<file path="config.mk">
export PLATFORM = sky130hd
export DESIGN_NAME = seq_timer
export DESIGN_NICKNAME = d
export VERILOG_FILES = /design/src/rtl/seq_timer.sv
export SDC_FILE = /design/constraint.sdc
export NUM_CORES = 1
export LEC_CHECK = 0
export CAP_MARGIN = 15
export CORE_MARGIN = 2
export CORE_UTILIZATION = 30
export DETAILED_ROUTE_END_ITERATION = 8
export PLACE_DENSITY = 0.5
export REMOVE_ABC_BUFFERS = 1
export SYNTH_ARGS = -nofsm -noshare
export SYNTH_HDL_FRONTEND = slang
export SYNTH_SLANG_ARGS = --single-unit
export TNS_END_PERCENT = 100
</file>
<file path="constraint.sdc">
create_clock -name clock -period 2.6 [get_ports clock]
set_clock_uncertainty 0.1 [all_clocks]
set_input_delay 0.39 -clock clock [delete_from_list [all_inputs] [get_ports clock]]
set_output_delay 0.39 -clock clock [all_outputs]
set_load 0.01 [all_outputs]
</file>
<file path="src/rtl/seq_timer.sv">
// seq_timer: command-driven prescaled timer on the sequencer's oreg bus.
// Returns the expiry flag or the live count on its ireg lane, and 8'hEE after an illegal command.
module seq_timer (
    input  logic        clock,
    input  logic        reset,
    input  logic [11:0] inst,
    input  logic        inst_en,
    output logic [7:0]  out
);
    typedef enum logic [2:0] {S_RESET, S_STOPPED, S_RUNNING, S_EXPIRED, S_ERROR} state_t;

    state_t      state_q, state_d;
    logic [7:0]  period_q, period_d;
    logic [7:0]  prescale_q, prescale_d;
    logic [7:0]  ps_count_q, ps_count_d;
    logic [7:0]  counter_q, counter_d;
    logic        expired_q, expired_d;
    logic        sel_q, sel_d;
    logic [7:0]  out_d;
    logic [7:0]  cnt_inc;
    logic [3:0]  cmd;
    logic [7:0]  data;
    logic        accept;
    logic        count_ok;

    assign cmd     = inst[11:8];
    assign data    = inst[7:0];
    assign accept  = inst_en && state_q != S_RESET && state_q != S_ERROR;
    assign cnt_inc = counter_q + 8'd1;

    always_comb begin
        state_d    = state_q;
        period_d   = period_q;
        prescale_d = prescale_q;
        ps_count_d = ps_count_q;
        counter_d  = counter_q;
        expired_d  = expired_q;
        sel_d      = sel_q;
        count_ok   = 1'b1;
        if (state_q == S_RESET)
            state_d = S_STOPPED;
        else if (accept) begin
            case (cmd)
                4'd0: ;
                4'd1: period_d = data;
                4'd2: prescale_d = data;
                4'd3: begin
                    counter_d  = 8'd0;
                    ps_count_d = 8'd0;
                    expired_d  = (period_q == 8'd0);
                    state_d    = (period_q == 8'd0) ? S_EXPIRED : S_RUNNING;
                    count_ok   = 1'b0;
                end
                4'd4: begin
                    state_d  = (state_q == S_RUNNING) ? S_STOPPED : state_q;
                    count_ok = 1'b0;
                end
                4'd5: begin
                    counter_d  = 8'd0;
                    ps_count_d = 8'd0;
                    expired_d  = 1'b0;
                    state_d    = S_STOPPED;
                    count_ok   = 1'b0;
                end
                4'd6: sel_d = 1'b1;
                4'd7: sel_d = 1'b0;
                default: begin
                    state_d  = S_ERROR;
                    count_ok = 1'b0;
                end
            endcase
        end
        // Loads and read-selects still count, using the values loaded this cycle.
        if (count_ok && state_q == S_RUNNING) begin
            if (ps_count_q == prescale_d) begin
                ps_count_d = 8'd0;
                counter_d  = cnt_inc;
                if (cnt_inc == period_d) begin
                    expired_d = 1'b1;
                    state_d   = S_EXPIRED;
                end
            end else
                ps_count_d = ps_count_q + 8'd1;
        end
        out_d = (state_d == S_ERROR) ? 8'hEE : sel_d ? counter_d : {7'b0, expired_d};
    end

    always_ff @(posedge clock) begin
        if (reset) begin
            state_q    <= S_RESET;
            period_q   <= 8'd0;
            prescale_q <= 8'd0;
            ps_count_q <= 8'd0;
            counter_q  <= 8'd0;
            expired_q  <= 1'b0;
            sel_q      <= 1'b0;
            out        <= 8'h00;
        end else begin
            state_q    <= state_d;
            period_q   <= period_d;
            prescale_q <= prescale_d;
            ps_count_q <= ps_count_d;
            counter_q  <= counter_d;
            expired_q  <= expired_d;
            sel_q      <= sel_d;
            out        <= out_d;
        end
    end
endmodule
</file>
# --- After elaboration in Yosys (flattened, before gate mapping) ---
# Index checks and enable logic that the tools add are counted.
classes:
  n_addsub: 2
  eq_ne: 13
  muxes: 38
  n_bitwise: 1
  n_reduce_logical: 14
op_table:
  columns: ["cell", "n"]
  rows:
  - ["$mux W8", 18]
  - ["$mux W3", 6]
  - ["$add A8 B1 Y8 const B", 2]
  - ["$eq A4 B3 Y1 const B", 4]
  - ["$eq A8 B8 Y1", 2]
  - ["$pmux W3 S4", 1]
  - ["$mux W1", 11]
  - ["$eq A4 B2 Y1 const B", 2]
  - ["$logic_not A8 Y1", 1]
  - ["$reduce_or A5 Y1", 1]
  - ["$eq A4 B1 Y1 const B", 1]
  - ["$logic_not A4 Y1", 1]
  - ["$pmux W1 S2", 2]
  - ["$reduce_bool A2 Y1", 2]
  - ["$reduce_or A2 Y1", 2]
  - ["$eq A3 B2 Y1 const B", 1]
  - ["$eq A3 B3 Y1 const B", 1]
  - ["$logic_and A1 B1 Y1", 3]
  - ["$logic_not A3 Y1", 1]
  - ["$ne A3 B3 Y1 const B", 1]
  - ["$reduce_and A3 Y1", 1]
  - ["$reduce_bool A3 Y1", 1]
  - ["$reduce_or A3 Y1", 1]
  - ["$ne A2 B1 Y1 const B", 1]
  - ["$not A1 Y1", 1]
word_totals:
  register_bits: 45
  word_cells: 78

# --- Longest topological paths before layout ---
logic_depth:
  word_depth: 11
  mapped_depth: 9
  depth_no_buf: 8

# --- Least setup slack after synthesis ---
# No wires, ideal clock.
synth_path:
  kind: "input port to flip-flop"
  from: "input port inst[8]"
  to: "register state_q[0]"
  setup_ns: 0.074
  arrival_time_ns: 2.461
  required_time_ns: 2.426
  setup_slack_ns: -0.035
  stages: 9
  path_cell_list: "buf_6 > nor4b_4 > nand2_4 > a21boi_1 > or4_4 > buf_6 > nor3_4 > nand4b_2 > a31oi_1"
synth_via:
  elab_chain_cells: 8
  word_cells_on_any_way: 27
  cone_classes: "9 x eq/ne; 15 x mux; 3 x reduce/logical"
synth_rtl:
  columns: ["item", "line", "source"]
  rows:
  - ["start: declaration", "6", "input logic [11:0] inst,"]
  - ["$eq A4 B3 Y1, or another cell as far along", "43", "case (cmd)"]
  - ["$reduce_or A5 Y1 (no line) / $mux W8 (equally long branches)", null, null]
  - ["$pmux W3 S4 / $mux W8 (equally long branches)", "43, 42", null]
  - ["$mux W3 / $mux W8 (equally long branches)", "42, 40", null]
  - ["$mux W3 / $eq A8 B8 Y1 (equally long branches)", "40, 78", null]
  - ["$mux W3", "78", "if (cnt_inc == period_d) begin"]
  - ["$mux W3", "75", "if (ps_count_q == prescale_d) begin"]
  - ["$mux W3 *", "74", "if (count_ok && state_q == S_RUNNING) begin"]
  - ["end signal: assignment", "99", "state_q <= state_d;"]
  - ["end: declaration", "12", "state_t state_q, state_d;"]
# Every way passes the cells marked *; elsewhere a longest branch is shown, timed or not.
# A chain may end at the register's enable or synchronous reset.

# --- Final worst setup path ---
layout_path:
  from: "input port inst[5]"
  to: "register out[1]"
layout_via:
  elab_chain_cells: 9
  word_cells_on_any_way: 16
  cone_classes: "3 x eq/ne; 13 x mux"
layout_rtl:
  columns: ["item", "line", "source"]
  rows:
  - ["$mux W8", "43", null]
  - ["$mux W8", "42", "else if (accept) begin"]
  - ["$mux W8", "40", "if (state_q == S_RESET)"]
  - ["$eq A8 B8 Y1", "78", null]
  - ["$mux W3", "78", null]
  - ["$mux W3", "75", null]
  - ["$mux W3", "74", null]
  - ["$eq A3 B3 Y1", "85", "out_d = (state_d == S_ERROR) ? 8'hEE : sel_d ? counter_d : {7'b0, expired_d};"]
  - ["$mux W8 *", "85", null]
  - ["end signal: assignment", "106", "out <= out_d;"]
  - ["end: declaration", "8", "output logic [7:0] out"]
# Marked as above.

==> tab_implementation.tex <==
\begin{tabular}{lr}
\hline
Metric & Value \\
\hline
\multicolumn{2}{l}{\textbf{Floorplanning}} \\
\quad Num ports & 23 \\
\quad Floorplan core area & 0.007647 mm\^{}2 \\
\quad Overall die height & approximately 93 um \\
\quad Die width & 92.50 um \\
\quad Total die area & 0.008556 mm\^{}2 \\
\quad Initial cell density of the core & 30.73\% \\
\quad Row count & 32 \\
\multicolumn{2}{l}{\textbf{GRT}} \\
\quad First-pass GRT wire length & just under 10 mm \\
\quad Largest net degree at the start of global routing & 37 \\
\quad Via count of the first global-routing pass & 2066 \\
\quad Antenna violations before repair & 0 \\
\quad Global router's overall resource usage & 14.28\% \\
\quad Gr ovfl total & 0 \\
\multicolumn{2}{l}{\textbf{Logic synthesis}} \\
\quad Cell types with the largest area share after synthesis & dfxtp\_1 (38\%), xor2\_1 (7.5\%), nor2\_1 (5.3\%), a21oi\_1 (5.1\%), mux2i\_1 (4.3\%) \\
\quad Ys async rst share & 0\% \\
\quad Proportion of netlist area held by the largest area contributor & 38.34\% \\
\quad Total standard cell area after synthesis & 0.002350 mm\^{}2 \\
\quad Number of library cell types mapped by synthesis & between 40 and 50 \\
\quad Post-Syn Area per Cell & 8.303 um\^{}2 \\
\quad Proportion of synthesized chip area in sequential cells & 38.34\% \\
\quad Count of synthesis-stage warnings from yosys & 0 \\
\quad Seq cells post-synth & 45 \\
\quad Number of flops mapped to enable cells by yosys & 0 \\
\quad Most used DFF post-synth & dfxtp\_1 \\
\quad Post-synthesis cell type with the largest combined area & dfxtp\_1 \\
\quad Cell count after synthesis & 283 \\
\multicolumn{2}{l}{\textbf{Placed design}} \\
\quad Placement Cell Area & 0.002895 mm\^{}2 \\
\quad Number of buffers inserted by port buffering & 22 \\
\quad Placed Instances & 426 \\
\quad Routability-driven placement congestion ratio & 0.7836 \\
\quad Pre-CTS worst setup slack & -0.3609 ns \\
\quad HPWL after detailed placement & 4.335 mm \\
\multicolumn{2}{l}{\textbf{Drt}} \\
\quad DR vias & 2097 \\
\quad Post-route DRC & 0 \\
\quad Post-detailed-route count of antenna-violating nets & 0 \\
\quad Met3 wirelength from detailed routing & about 130 um \\
\quad Initial drt markers & 57 \\
\quad Post-detailed-route wirelength per cell & 13.50 um \\
\quad Routed length on met1 & 2.775 mm \\
\quad Avg Vias per Cell & 4.810 \\
\quad Top layer reached by signal wires & met4 \\
\quad Detailed-router iteration count before antenna repair & 4 \\
\quad Detail Route met2 WL & 2.914 mm \\
\quad Final Routed Wirelength & about 5.9 mm \\
\multicolumn{2}{l}{\textbf{STA}} \\
\quad Max\_slew headroom & 70.44\% \\
\quad Summed negative setup slack over all endpoints & 0 ns \\
\quad Final critical-path setup slack & 0.1262 ns \\
\quad Final-report max-slew violation count & 0 \\
\quad Fmax & 404.2 MHz \\
\quad Final Hold Violating Endpoints & 0 \\
\quad Worst hold slack & 0.3735 ns \\
\quad Final critical-path required period & 2.474 ns \\
\quad Ratio of final minimum period to clock period & 95.15\% \\
\quad Transition at the pin with the smallest max-transition slack & about 0.44 ns \\
\quad Setup repair after global routing missed its margin & no \\
\quad Total setup violations reported at the end of the flow & 0 \\
\multicolumn{2}{l}{\textbf{Finish}} \\
\quad Ratio of cells with drive above 1 in the final layout & 21.26\% \\
\quad Area Overhead vs Synth & 31.90\% \\
\quad End-of-flow core utilization & 40.53\% \\
\quad Final instance count without filler cells & 436 \\
\quad Ant diodes & 0 \\
\quad Area used by sequential logic in the layout & 900.9 um\^{}2 \\
\quad Finished Cell Area & a little over 0.003 mm\^{}2 \\
\quad Total area of multi-input combinational cells & 0.001405 mm\^{}2 \\
\quad Final Net Count & between 300 and 400 \\
\quad Count of filler cells inserted in the layout & 811 \\
\multicolumn{2}{l}{\textbf{Clock network}} \\
\quad Deepest clock path buffer count & 2 \\
\quad Insertion delay to the later sink of the worst-skew pair & approximately 0.31 ns \\
\quad CTS Hold Buffers Added & 0 \\
\quad Clock Pin Slew Worst Setup and Hold Paths & 0.09 ns \\
\quad CTS sink cnt & 45 \\
\quad Clock buffers created by TritonCTS & 5 \\
\quad Cell at the root of the clock tree & clkbuf\_8 \\
\quad CTS tree & built \\
\quad H-tree depth & 2 \\
\multicolumn{2}{l}{\textbf{Setup path}} \\
\quad Kind of critical path & in -> reg \\
\quad CP max FO & 7 \\
\quad Kind of capture point of the worst setup path & register \\
\quad Data arrival at the endpoint of the critical path & 2.57 ns \\
\quad Worst path required time & roughly 2.7 ns \\
\quad Startpoint types & input pin \\
\multicolumn{2}{l}{\textbf{Pwr}} \\
\quad Final Total Pwr & roughly 1.4 mW \\
\quad Cell leakage power & 1.316 nW \\
\quad P per Cell Area & $\sim$460 mW/mm\^{}2 \\
\quad Worst VDD drop & 0.2707 mV \\
\multicolumn{2}{l}{\textbf{Hold path}} \\
\quad Worst hold path class & reg -> reg \\
\multicolumn{2}{l}{\textbf{Outcome}} \\
\quad Outcome & complete, no violations \\
\multicolumn{2}{l}{\textbf{Job}} \\
\quad Count of max-cap constraint violations & 0 \\
\hline
\end{tabular}
power by group:
| part | internal (mW) | total [mW] | switching (mW) |
|---|---|---|---|
| Clock | 0.285 | 0.535 | 0.250 |
| Combinational | 0.0952 | 0.191 | 0.0957 |
| Sequential | 0.703 | 0.711 | 0.00800 |
| Total | 1.08 | 1.44 | 0.354 |
repair_timing:
item / in CTS / in global routing
hold endpoints to repair: 0 / 0
pin swaps: 1 / 4
setup buffers: 1 / 2
setup endpoints to repair: 9 / 21
resized for setup: 1 / 24
registers in the layout (all words and copies together), names as in the netlist:
signal	flops
sel_q	1
ps_count_q	8
counter_q	8
out	8
state_q	3
expired_q	1
period_q	8
prescale_q	8
synthesized netlist by cell type (4+ instances only):
cell type	instances
mux2i_1	10
nor2_1	33
xor2_1	20
a31oi_1	5
nor4_1	5
nand2_1	22
xnor2_1	8
nor2b_1	5
clkbuf_1	13
a21oi_1	24
inv_1	4
o21ai_0	16
dfxtp_1	45
nand3_1	19
nand2b_1	4
routing by layer:
metal	vias to the layer above	global-route usage, %
li1	1084	-
met1	987	18.47
met2	20	24.33
met3	6	2.522
met4	0	4.104
met5	-	0
layout by cell type (no fill, tap or decap), types with 4 or more instances in the layout:
| cell type | Yosys | layout |
|---|---|---|
| nand3_1 | 19 | 19 |
| clkbuf_8 | 0 | 5 |
| a21oi_2 | 0 | 7 |
| nor2_1 | 33 | 33 |
| clkdlybuf4s50_1 | 0 | 18 |
| nor2b_1 | 5 | 5 |
| o21ai_1 | 0 | 5 |
| mux2i_1 | 10 | 10 |
| nand2_1 | 22 | 22 |
| dfxtp_1 | 45 | 45 |
| inv_1 | 4 | 4 |
| nand2b_1 | 4 | 4 |
| xor2_1 | 20 | 20 |
| xnor2_1 | 8 | 8 |
| a21oi_1 | 24 | 17 |
| o21ai_0 | 16 | 11 |
| buf_4 | 0 | 38 |
area by class of cell:
type	instances	share of cell area, %
Inverter	4	0.4845
Multi-Input combinational cell	216	45.34
Timing Repair Buffer	62	17.52
Sequential cell	45	29.07
Tap cell	102	4.118
Clock inverter	2	1.252
Clock buffer	5	2.220
kinds of logic after synthesis:
logic type	count (synthesis)	synth area share [%]
adders and majority gates	2	1.065
and+or+nand+nor	114	25.72
DFF	45	38.34
muxes	10	4.260
buffers and inverters	22	4.579
AOI/OAI and AO/OA	62	15.60
xor gates and xnor gates	28	10.44
path summary, 6_finish.rpt:
path	start	to	slack [ns]	depth (start not counted)
hold reg to reg	prescale_q[7]$_SDFF_PP0_	prescale_q[7]$_SDFF_PP0_	0.37	2
setup reg to reg	ps_count_q[7]$_SDFFE_PP0P_	out[1]$_SDFF_PP0_	0.19	7
setup / recovery	inst[5]	out[1]$_SDFF_PP0_	0.13	8
hold / removal	prescale_q[7]$_SDFF_PP0_	prescale_q[7]$_SDFF_PP0_	0.37	2
critical path, stage by stage:
cell and delay, ns:
clkdlybuf4s50_1 0.45, xor2_1 0.17, a2111oi_2 0.38, a21oi_2 0.12
or4_4 0.56, and3_2 0.25, a21oi_2 0.14, o21ai_0 0.11
Power figures use the tool's default switching activity.
